--- src/rtl/barcode_word_reader_if.sv ---
// Stream/word bus between the optical sampler, the barcode reader and the word consumer.
`timescale 1ns/1ps
interface barcode_word_reader_if #(
  parameter int unsigned WIDTH = 8
);
  localparam int unsigned CW = $clog2(WIDTH + 1);

  logic             b;
  logic [WIDTH-1:0] y;
  logic             valid;
  logic             err;
  logic [1:0]       err_code;
  logic [CW-1:0]    count;
  logic             busy;

  modport master (output b, input y, valid, err, err_code, count, busy);
  modport slave  (input b, output y, valid, err, err_code, count, busy);
endinterface

--- src/rtl/barcode_word_reader.sv ---
// Serial bar/space decoder: one module per OSR clocks, words framed by BB end markers.
// Bit 0 = space,bar; bit 1 = space,space,space,bar; first received bit lands in the MSB.
`timescale 1ns/1ps
module barcode_word_reader #(
  parameter int unsigned WIDTH = 8,
  parameter int unsigned OSR   = 1
) (
  input  logic                  i_clk,
  input  logic                  i_rst,
  barcode_word_reader_if.slave  bus
);
  localparam int unsigned CW    = $clog2(WIDTH + 1);
  localparam int unsigned FIRST = OSR + OSR / 2 - 1;
  localparam int unsigned SW    = (FIRST > 0) ? $clog2(FIRST + 1) : 1;

  localparam logic [1:0] E_FRAME = 2'b00;
  localparam logic [1:0] E_OVFL  = 2'b01;
  localparam logic [1:0] E_WWB   = 2'b10;
  localparam logic [1:0] E_SPACE = 2'b11;

  typedef enum logic [2:0] {S_IDLE, S_BAR, S_W1, S_W2, S_W3, S_END, S_ERR} state_t;

  state_t           r_state;
  logic [SW-1:0]    r_scnt;
  logic [WIDTH-1:0] r_sreg;
  logic [WIDTH-1:0] r_y;
  logic             r_valid;
  logic             r_err;
  logic [1:0]       r_code;
  logic [CW-1:0]    r_count;

  logic w_strobe;
  logic w_emit;
  logic w_bit;
  logic w_full;

  // Strobe every cycle while idle, otherwise at module centres tracked by the down-counter
  assign w_strobe = (r_state == S_IDLE) || (r_scnt == '0);
  assign w_emit   = w_strobe && bus.b && ((r_state == S_W1) || (r_state == S_W3));
  assign w_bit    = (r_state == S_W3);
  assign w_full   = (r_count == CW'(WIDTH));

  // Sample counter, framing FSM, shift register and registered result/error pulses
  always_ff @(posedge i_clk or negedge i_rst) begin
    if (!i_rst) begin
      r_state <= S_IDLE;
      r_scnt  <= '0;
      r_sreg  <= '0;
      r_y     <= '0;
      r_valid <= 1'b0;
      r_err   <= 1'b0;
      r_code  <= E_FRAME;
      r_count <= '0;
    end else begin
      r_valid <= 1'b0;
      r_err   <= 1'b0;

      // First strobe lands half a module into the first space after the start bar
      if (r_state == S_IDLE) begin
        if (bus.b) r_scnt <= SW'(FIRST);
      end else if (r_scnt == '0) begin
        r_scnt <= SW'(OSR - 1);
      end else begin
        r_scnt <= r_scnt - SW'(1);
      end

      if (w_strobe) begin
        unique case (r_state)
          S_IDLE: begin
            if (bus.b) begin
              r_state <= S_BAR;
              r_sreg  <= '0;
              r_count <= '0;
            end
          end
          S_BAR: begin
            if (!bus.b) begin
              r_state <= S_W1;
            end else begin
              r_state <= S_END;
              if (w_full) begin
                r_y     <= r_sreg;
                r_valid <= 1'b1;
              end else begin
                r_err  <= 1'b1;
                r_code <= E_FRAME;
              end
            end
          end
          S_W1: begin
            if (!bus.b) r_state <= S_W2;
          end
          S_W2: begin
            if (!bus.b) begin
              r_state <= S_W3;
            end else begin
              r_state <= S_ERR;
              r_err   <= 1'b1;
              r_code  <= E_WWB;
            end
          end
          S_W3: begin
            if (!bus.b) begin
              r_state <= S_ERR;
              r_err   <= 1'b1;
              r_code  <= E_SPACE;
            end
          end
          S_END: begin
            if (bus.b) begin
              r_state <= S_BAR;
              r_sreg  <= '0;
              r_count <= '0;
            end else begin
              r_state <= S_IDLE;
            end
          end
          S_ERR: begin
            if (!bus.b) r_state <= S_IDLE;
          end
          default: r_state <= S_IDLE;
        endcase

        // A completed bit either shifts in or overflows a full word
        if (w_emit) begin
          if (w_full) begin
            r_state <= S_ERR;
            r_err   <= 1'b1;
            r_code  <= E_OVFL;
          end else begin
            r_state <= S_BAR;
            r_sreg  <= WIDTH'({r_sreg, w_bit});
            r_count <= r_count + CW'(1);
          end
        end
      end
    end
  end

  assign bus.y        = r_y;
  assign bus.valid    = r_valid;
  assign bus.err      = r_err;
  assign bus.err_code = r_code;
  assign bus.count    = r_count;
  assign bus.busy     = (r_state != S_IDLE);
endmodule

--- src/flat_wrapper.sv ---
// flat-port wrapper written by rule: the top's interface ports become plain ports
module barcode_word_reader_flat 
#(
  parameter int unsigned WIDTH = 8,
  parameter int unsigned OSR   = 1
)
  (i_clk, i_rst, bus_b, bus_y, bus_valid, bus_err, bus_err_code, bus_count, bus_busy);
  barcode_word_reader_if #(.WIDTH(WIDTH)) bus_i ();
  input  logic i_clk;
  input  logic i_rst;
  input wire logic [$bits(bus_i.b)-1:0] bus_b;
  output wire logic [$bits(bus_i.y)-1:0] bus_y;
  output wire logic [$bits(bus_i.valid)-1:0] bus_valid;
  output wire logic [$bits(bus_i.err)-1:0] bus_err;
  output wire logic [$bits(bus_i.err_code)-1:0] bus_err_code;
  output wire logic [$bits(bus_i.count)-1:0] bus_count;
  output wire logic [$bits(bus_i.busy)-1:0] bus_busy;
  assign bus_i.b = bus_b;
  assign bus_y = bus_i.y;
  assign bus_valid = bus_i.valid;
  assign bus_err = bus_i.err;
  assign bus_err_code = bus_i.err_code;
  assign bus_count = bus_i.count;
  assign bus_busy = bus_i.busy;
  barcode_word_reader #(.WIDTH(WIDTH), .OSR(OSR)) u_core (.i_clk(i_clk), .i_rst(i_rst), .bus(bus_i));
endmodule
--- config.mk ---
export PLATFORM = sky130hd
export DESIGN_NAME = barcode_word_reader_flat
export DESIGN_NICKNAME = d
export VERILOG_FILES = /design/src/rtl/barcode_word_reader_if.sv /design/src/rtl/barcode_word_reader.sv /design/src/flat_wrapper.sv
export SDC_FILE = /design/constraint.sdc
export NUM_CORES = 1
export LEC_CHECK = 0
export BUFFER_PORTS_ARGS = -buffer_cell sky130_fd_sc_hd__buf_4
export CAP_MARGIN = 20
export CORE_MARGIN = 8
export CORE_UTILIZATION = 27
export CTS_CLUSTER_DIAMETER = 120
export DETAILED_ROUTE_END_ITERATION = 8
export GPL_TIMING_DRIVEN = 0
export PLACE_DENSITY_LB_ADDON = 0.12
export SLEW_MARGIN = 20
export SYNTH_ARGS = -nofsm -noshare
export SYNTH_HDL_FRONTEND = slang
export SYNTH_SLANG_ARGS = --single-unit
--- constraint.sdc ---
create_clock -name i_clk -period 2.1 [get_ports i_clk]
set_input_delay 0.105 -clock i_clk [delete_from_list [all_inputs] [get_ports i_clk]]
set_output_delay 0.105 -clock i_clk [all_outputs]
set_load 0.1 [all_outputs]
Yosys cells after proc, flatten, opt, wreduce, memory -nomap -nowiden --
Cells that the tools add are included. Widths: inputs -> output; s select.
Cells by class: add/sub/neg operators 2, equality and inequality tests 12, mux-type cells 40, bitwise operators 1, reductions and logical operators 9
Operators by type and width (number):
- $mux 8 | 4
- $mux 3 | 7
- $pmux 3 s7 | 1
- $mux 4 | 4
- $mux 1 | 15
- $mux 2 | 7
- $ne 3x2->1 const B | 4
- $eq 3x3->1 const B | 3
- $eq 3x2->1 const B | 2
- $pmux 2 s3 | 1
- $reduce_and 5->1 | 1
- $add 4x1->4 const B | 1
- $eq 4x4->1 const B | 1
- $reduce_and 4->1 | 1
- $eq 3x1->1 const B | 1
- $logic_not 3->1 | 1
- $pmux 1 s3 | 1
- $reduce_bool 3->1 | 1
- $logic_and 1x1->1 | 2
- $logic_or 1x1->1 | 2
- $ne 2x2->1 const B | 1
- $reduce_or 2->1 | 1
- $not 1->1 | 1
- $sub 1x1->1 const B | 1
Storage, ports and cells: register bits 28, bits of input ports 3, output and inout port bits 17, word-level logic and storage cells 72

Logic depth before layout (Yosys ltp) --
depth in word-level cells 7, mapped depth 8, depth with buffers taken out 6

Worst setup path before layout --
OpenSTA, ideal clock, no wires.
kind flip-flop to flip-flop, start point reg u_core.r_count[0], in the netlist u_core.bus.count[0], end point reg u_core.r_y[0], in the netlist u_core.bus.y[0], library setup time 125 ps, arrival 2116 ps, data required time 1975 ps, slack -141 ps, stages on the path, launching flop included 6, buffers on the path 0, clock period less this slack 2241 ps, path through dfrtp_1 > inv_1 > ha_1 > nand3b_4 > nor4_4 > mux2_2
Between the ends: longest elaborated chain between the ends 2
RTL lines:
- from (decl) | line barcode_word_reader.sv:30 | logic [CW-1:0] r_count;
- from (signal assigned) | line barcode_word_reader.sv:133 | r_count <= r_count + CW'(1);
- $eq 4x4->1 | line barcode_word_reader.sv:41 | assign w_full = (r_count == CW'(WIDTH));
- $reduce_and 4->1 (no source line)
- to (signal assigned) | line barcode_word_reader.sv:82 | r_y <= r_sreg;
- to (decl) | line barcode_word_reader.sv:26 | logic [WIDTH-1:0] r_y;
No other way between the ends. A chain may end at the register's enable or synchronous reset.

Worst setup path in the final report --
start point reg u_core.r_count[0], in the netlist u_core.bus.count[0], end point reg u_core.r_y[4], in the netlist u_core.bus.y[4]
The elaborated chain is that of the path after synthesis.

==> results.md <==
| Stage | Quantity | This run |
| --- | --- | --- |
| final layout | Layout cells sized above 1 | 26.9% |
| timing | Final slew viol count | 0 |
| placed design | Worst-case setup slack after placement | 48.2 ps |
| grt | Maximum number of pins on one net before global-route repair | 28 |
| timing | RSZ-0062 raised after global routing | false |
| final layout | Layout filler cell count | 482 |
| logic synthesis | Number of cells produced by synthesis | 136 |
| timing | Least-Margin Pin Slew | 631 ps |
| logic synthesis | Most area-consuming cells after synthesis | sky130_fd_sc_hd__dfrtp_1 (50%), sky130_fd_sc_hd__nand2_1 (7.5%), sky130_fd_sc_hd__mux2_2 (6.6%) |
| die | Number of core rows | 25 |
| clock tree | Clock buffer count from CTS | 3 |
| detailed routing | Antenna viol nets, final | 0 |
| clock tree | Post-cts resize count | 0 |
| pwr | Final Total Pwr | 2360 uW |
| final layout | Synthesis-to-finish area growth | 21.3% |
| die | IO Count | 20 |
| worst setup path | Cell Chain, Critical Path | inv_1 -> ha_1 -> nand3b_4 -> nor4_4 -> mux2_2 |
| timing | Hold_ws | 252 ps |
| grt | Met1 track demand over resource in global routing | 11.8% |
| final layout | Area of all placed cells without fillers | 1640 um2 |
| clock tree | TritonCTS clock tree | done |
| timing | F_max | 516 MHz |
| placed design | Number of buffer cells added on primary ports | 19 |
| logic synthesis | Number of warnings reported in the yosys synthesis log | 0 |
| worst setup path | Worst path max stage delay | 500 ps |
| detailed routing | Routed WL | 2980 um |
| detailed routing | First drt pass iteration count | 4 |
| clock tree | Clk slew on worst S/H paths | 100 ps |
| placed design | Final RePlAce weighted congestion | 0.834 |
| final layout | Nets | 166 |
| worst setup path | Cell with the biggest individual delay on the critical path | sky130_fd_sc_hd__nor4_4 |
| clock tree | Clock sinks | 27 |
| placed design | Placed instance area | 1590 um2 |
| logic synthesis | Share of the synthesized area in the top cell type | 49.9% |
| grt | Global-route wire length before repair | 5030 um |
| worst setup path | Setup slack of the worst register-to-register path | 160 ps |
| grt | Met3 Resource Use GR | 2.36% |
| logic synthesis | Post-synth top area cell | sky130_fd_sc_hd__dfrtp_1 |
| min path | Start point of the worst min-delay path | bus_b |
| die | Die boundary height | 86.8 um |
| die | Die Width | 86.8 um |
| logic synthesis | Number of synthesized register bits | 27 |
| die | Placeable core area | 4790 um2 |
| logic synthesis | Proportion of synthesized flip-flops having asynchronous set or reset | 100% |
| worst setup path | CP max FO | 8 |
| logic synthesis | Most used flip-flop cell after synthesis | sky130_fd_sc_hd__dfrtp_1 |
| timing | Final worst-path cycle share | 92.3% |
| logic synthesis | Net Count, Synth | 141 |
| worst setup path | Category of the critical setup timing path | flop to flop |
| clock tree | Clock Latency Late Sink | 270 ps |
| worst setup path | Worst setup path start | u_core.bus.count[0] |
| timing | Setup TNS Final | 0 ps |
| worst setup path | Worst r2r src | u_core.bus.count[0] |
| worst setup path | Setup crit start kind | flop |
| timing | Number of setup violations in the final report | 0 |
| logic synthesis | Average instance area after synthesis | 9.96 um2 |
| detailed routing | Avg WL per Cell | 13.1 um |
| timing | Tightest slew margin relative to the limit | 57.7% |
| clock tree | Number of buffers added for setup after CTS | 0 |
| logic synthesis | Portion of the post-synthesis area used by sequential elements | 49.9% |
| worst setup path | Crit path required time | 2260 ps |
| min path | Path class of the lowest-slack min-delay path | primary input to flop |
| timing | Clock period minus worst slack | 1940 ps |
| detailed routing | Via count normalized by instance count | 4.67 |
| clock tree | Number of buffers on the longest clock path | 2 |
| logic synthesis | Syn Std Cell Area | 1360 um2 |
| detailed routing | Iteration-0 DRC Markers | 74 |
| grt | Initial antenna violation count | 0 |
| pwr | Pwr dens | 1430 nW/um2 |
| run status | Run status | completed |
| grt | Congestion Overflow GR | 0 |
| timing | Final hold violations | 0 |
| flow run | Total of max-cap violations | 0 |
| grt | Global-route total usage across every layer | 8.29% |
| logic synthesis | Most numerous cell types in the synthesized netlist | sky130_fd_sc_hd__dfrtp_1 (27), sky130_fd_sc_hd__nand2_1 (27), sky130_fd_sc_hd__o21ai_0 (13), sky130_fd_sc_hd__mux2_2 (8) |
| final layout | Antenna diodes | 0 |
| placed design | HPWL after DPL | 2160 um |
| timing | Skew final | 2.08 ps |
| pwr | Peak supply drop | 832 uV |
| logic synthesis | Number of flops mapped to enable cells by yosys | 0 |
| worst setup path | Crit path arrival time | 2100 ps |
| detailed routing | Residual DRC | 0 |
| min path | Depth of the worst hold-timing path | 4 |
| logic synthesis | Post-synth cell types | 37 |
| grt | Met2 Use GR | 11.7% |
| min path | End of the worst hold path | u_core.r_state[1] |
| grt | Highest-utilization routing layer at the global route stage | met1 |
| clock tree | Clock tree root driver cell | sky130_fd_sc_hd__clkbuf_8 |
| worst setup path | Register-to-Register Path Depth | 5 |
| pwr | Leakage power | 0.000759 uW |
| clock tree | Htree depth | 1 |
| detailed routing | Via count | 1061 |
| grt | Vias in the first global route | 978 |
| worst setup path | Capture point of the worst reg-to-reg path | u_core.bus.y[4] |
| die | Die ar. | 7540 um2 |
| worst setup path | Endpoint type of the worst setup path | flop |
| timing | Min setup slack post-route | 163 ps |
| die | Starting Density | 28.3% |
==> per-stage QoR <==
step                util, %  cells
finish                 34.4    227
global placement       33.1    222
floorplan                 -    136
detailed placement     33.1    222
global route           34.4    227
CTS                    34.4    227
==> sequential cells by signal (all words and copies together), names as in the netlist, named ones only <==
name and count:
u_core.bus.count 3, u_core.bus.err_code 2, u_core.bus.valid 1, u_core.bus.y 8, u_core.r_sreg 8, u_core.r_state 3, u_core.bus.err 1
==> critical path, delay by kind of cell, from the launching register on <==
family	cells	cell delay (ps)
fa+ha+maj	1	250
mux	1	400
flops	1	460
buf+inv	1	80
simple gates	2	650
==> area by class of cell <==
| cell class | count | area, um2 | share of cell area, % |
|---|---|---|---|
| sequential | 27 | 679 | 41.3 |
| multi-input combinational | 93 | 611 | 37.1 |
| timing repair buffer | 20 | 153 | 9.28 |
| tap | 67 | 83.8 | 5.10 |
| clock buffer | 3 | 41.3 | 2.51 |
| buffer | 8 | 38.8 | 2.36 |
| inverter | 8 | 30.0 | 1.83 |
| clock inverter | 1 | 7.51 | 0.457 |
==> worst max path at each step <==
| stage | endpoint | slack [ps] | depth (start not counted) |
|---|---|---|---|
| after detailed placement | u_core.bus.y[4] | 50 | 5 |
| after global routing | u_core.bus.y[5] | 3 | 5 |
| after floorplan | u_core.bus.y[0] | 40 | 3 |
| final | u_core.bus.y[4] | 160 | 5 |
| after CTS | u_core.bus.y[4] | 40 | 5 |
| after global placement | u_core.bus.y[6] | 80 | 5 |
==> timing repair <==
| action | 4_1_cts | 5_1_grt |
|---|---|---|
| endpoints found under the hold margin | 27 | 0 |
| hold buffers | 1 | 0 |
| setup endpoints to repair | 0 | 8 |
==> cells by family (layout without fill, tap and decap cells) <==
logic type | after synthesis | after routing | synth area share, %
and+or+nand+nor | 44 | 44 | 17.6
DFF | 27 | 27 | 49.9
buffers and inverters | 16 | 40 | 5.08
xor gates and xnor gates | 2 | 2 | 1.29
adders and majority gates | 2 | 2 | 1.85
AOI/OAI and AO/OA | 35 | 35 | 16.2
muxes | 10 | 10 | 8.13
==> placed cells by master, fill, tap and decap left out, types with 4 or more instances in the layout <==
cell type	count
sky130_fd_sc_hd__a21oi_1	7
sky130_fd_sc_hd__buf_2	4
sky130_fd_sc_hd__buf_4	20
sky130_fd_sc_hd__dfrtp_1	24
sky130_fd_sc_hd__inv_1	7
sky130_fd_sc_hd__mux2_2	8
sky130_fd_sc_hd__nand2_1	27
sky130_fd_sc_hd__o21ai_0	13
==> power by group <==
group,total [uW],switching (uW),internal (uW)
clock network,304,169,135
registers,755,115,640
logic,1300,954,347
==> layer usage <==
metal / vias up / wire length (um)
met2: 29 / 1290
li1: 529 / -
met5: - / 0
met1: 501 / 1490
met4: 0 / 19
met3: 2 / 185
Power figures use the tool's default switching activity.
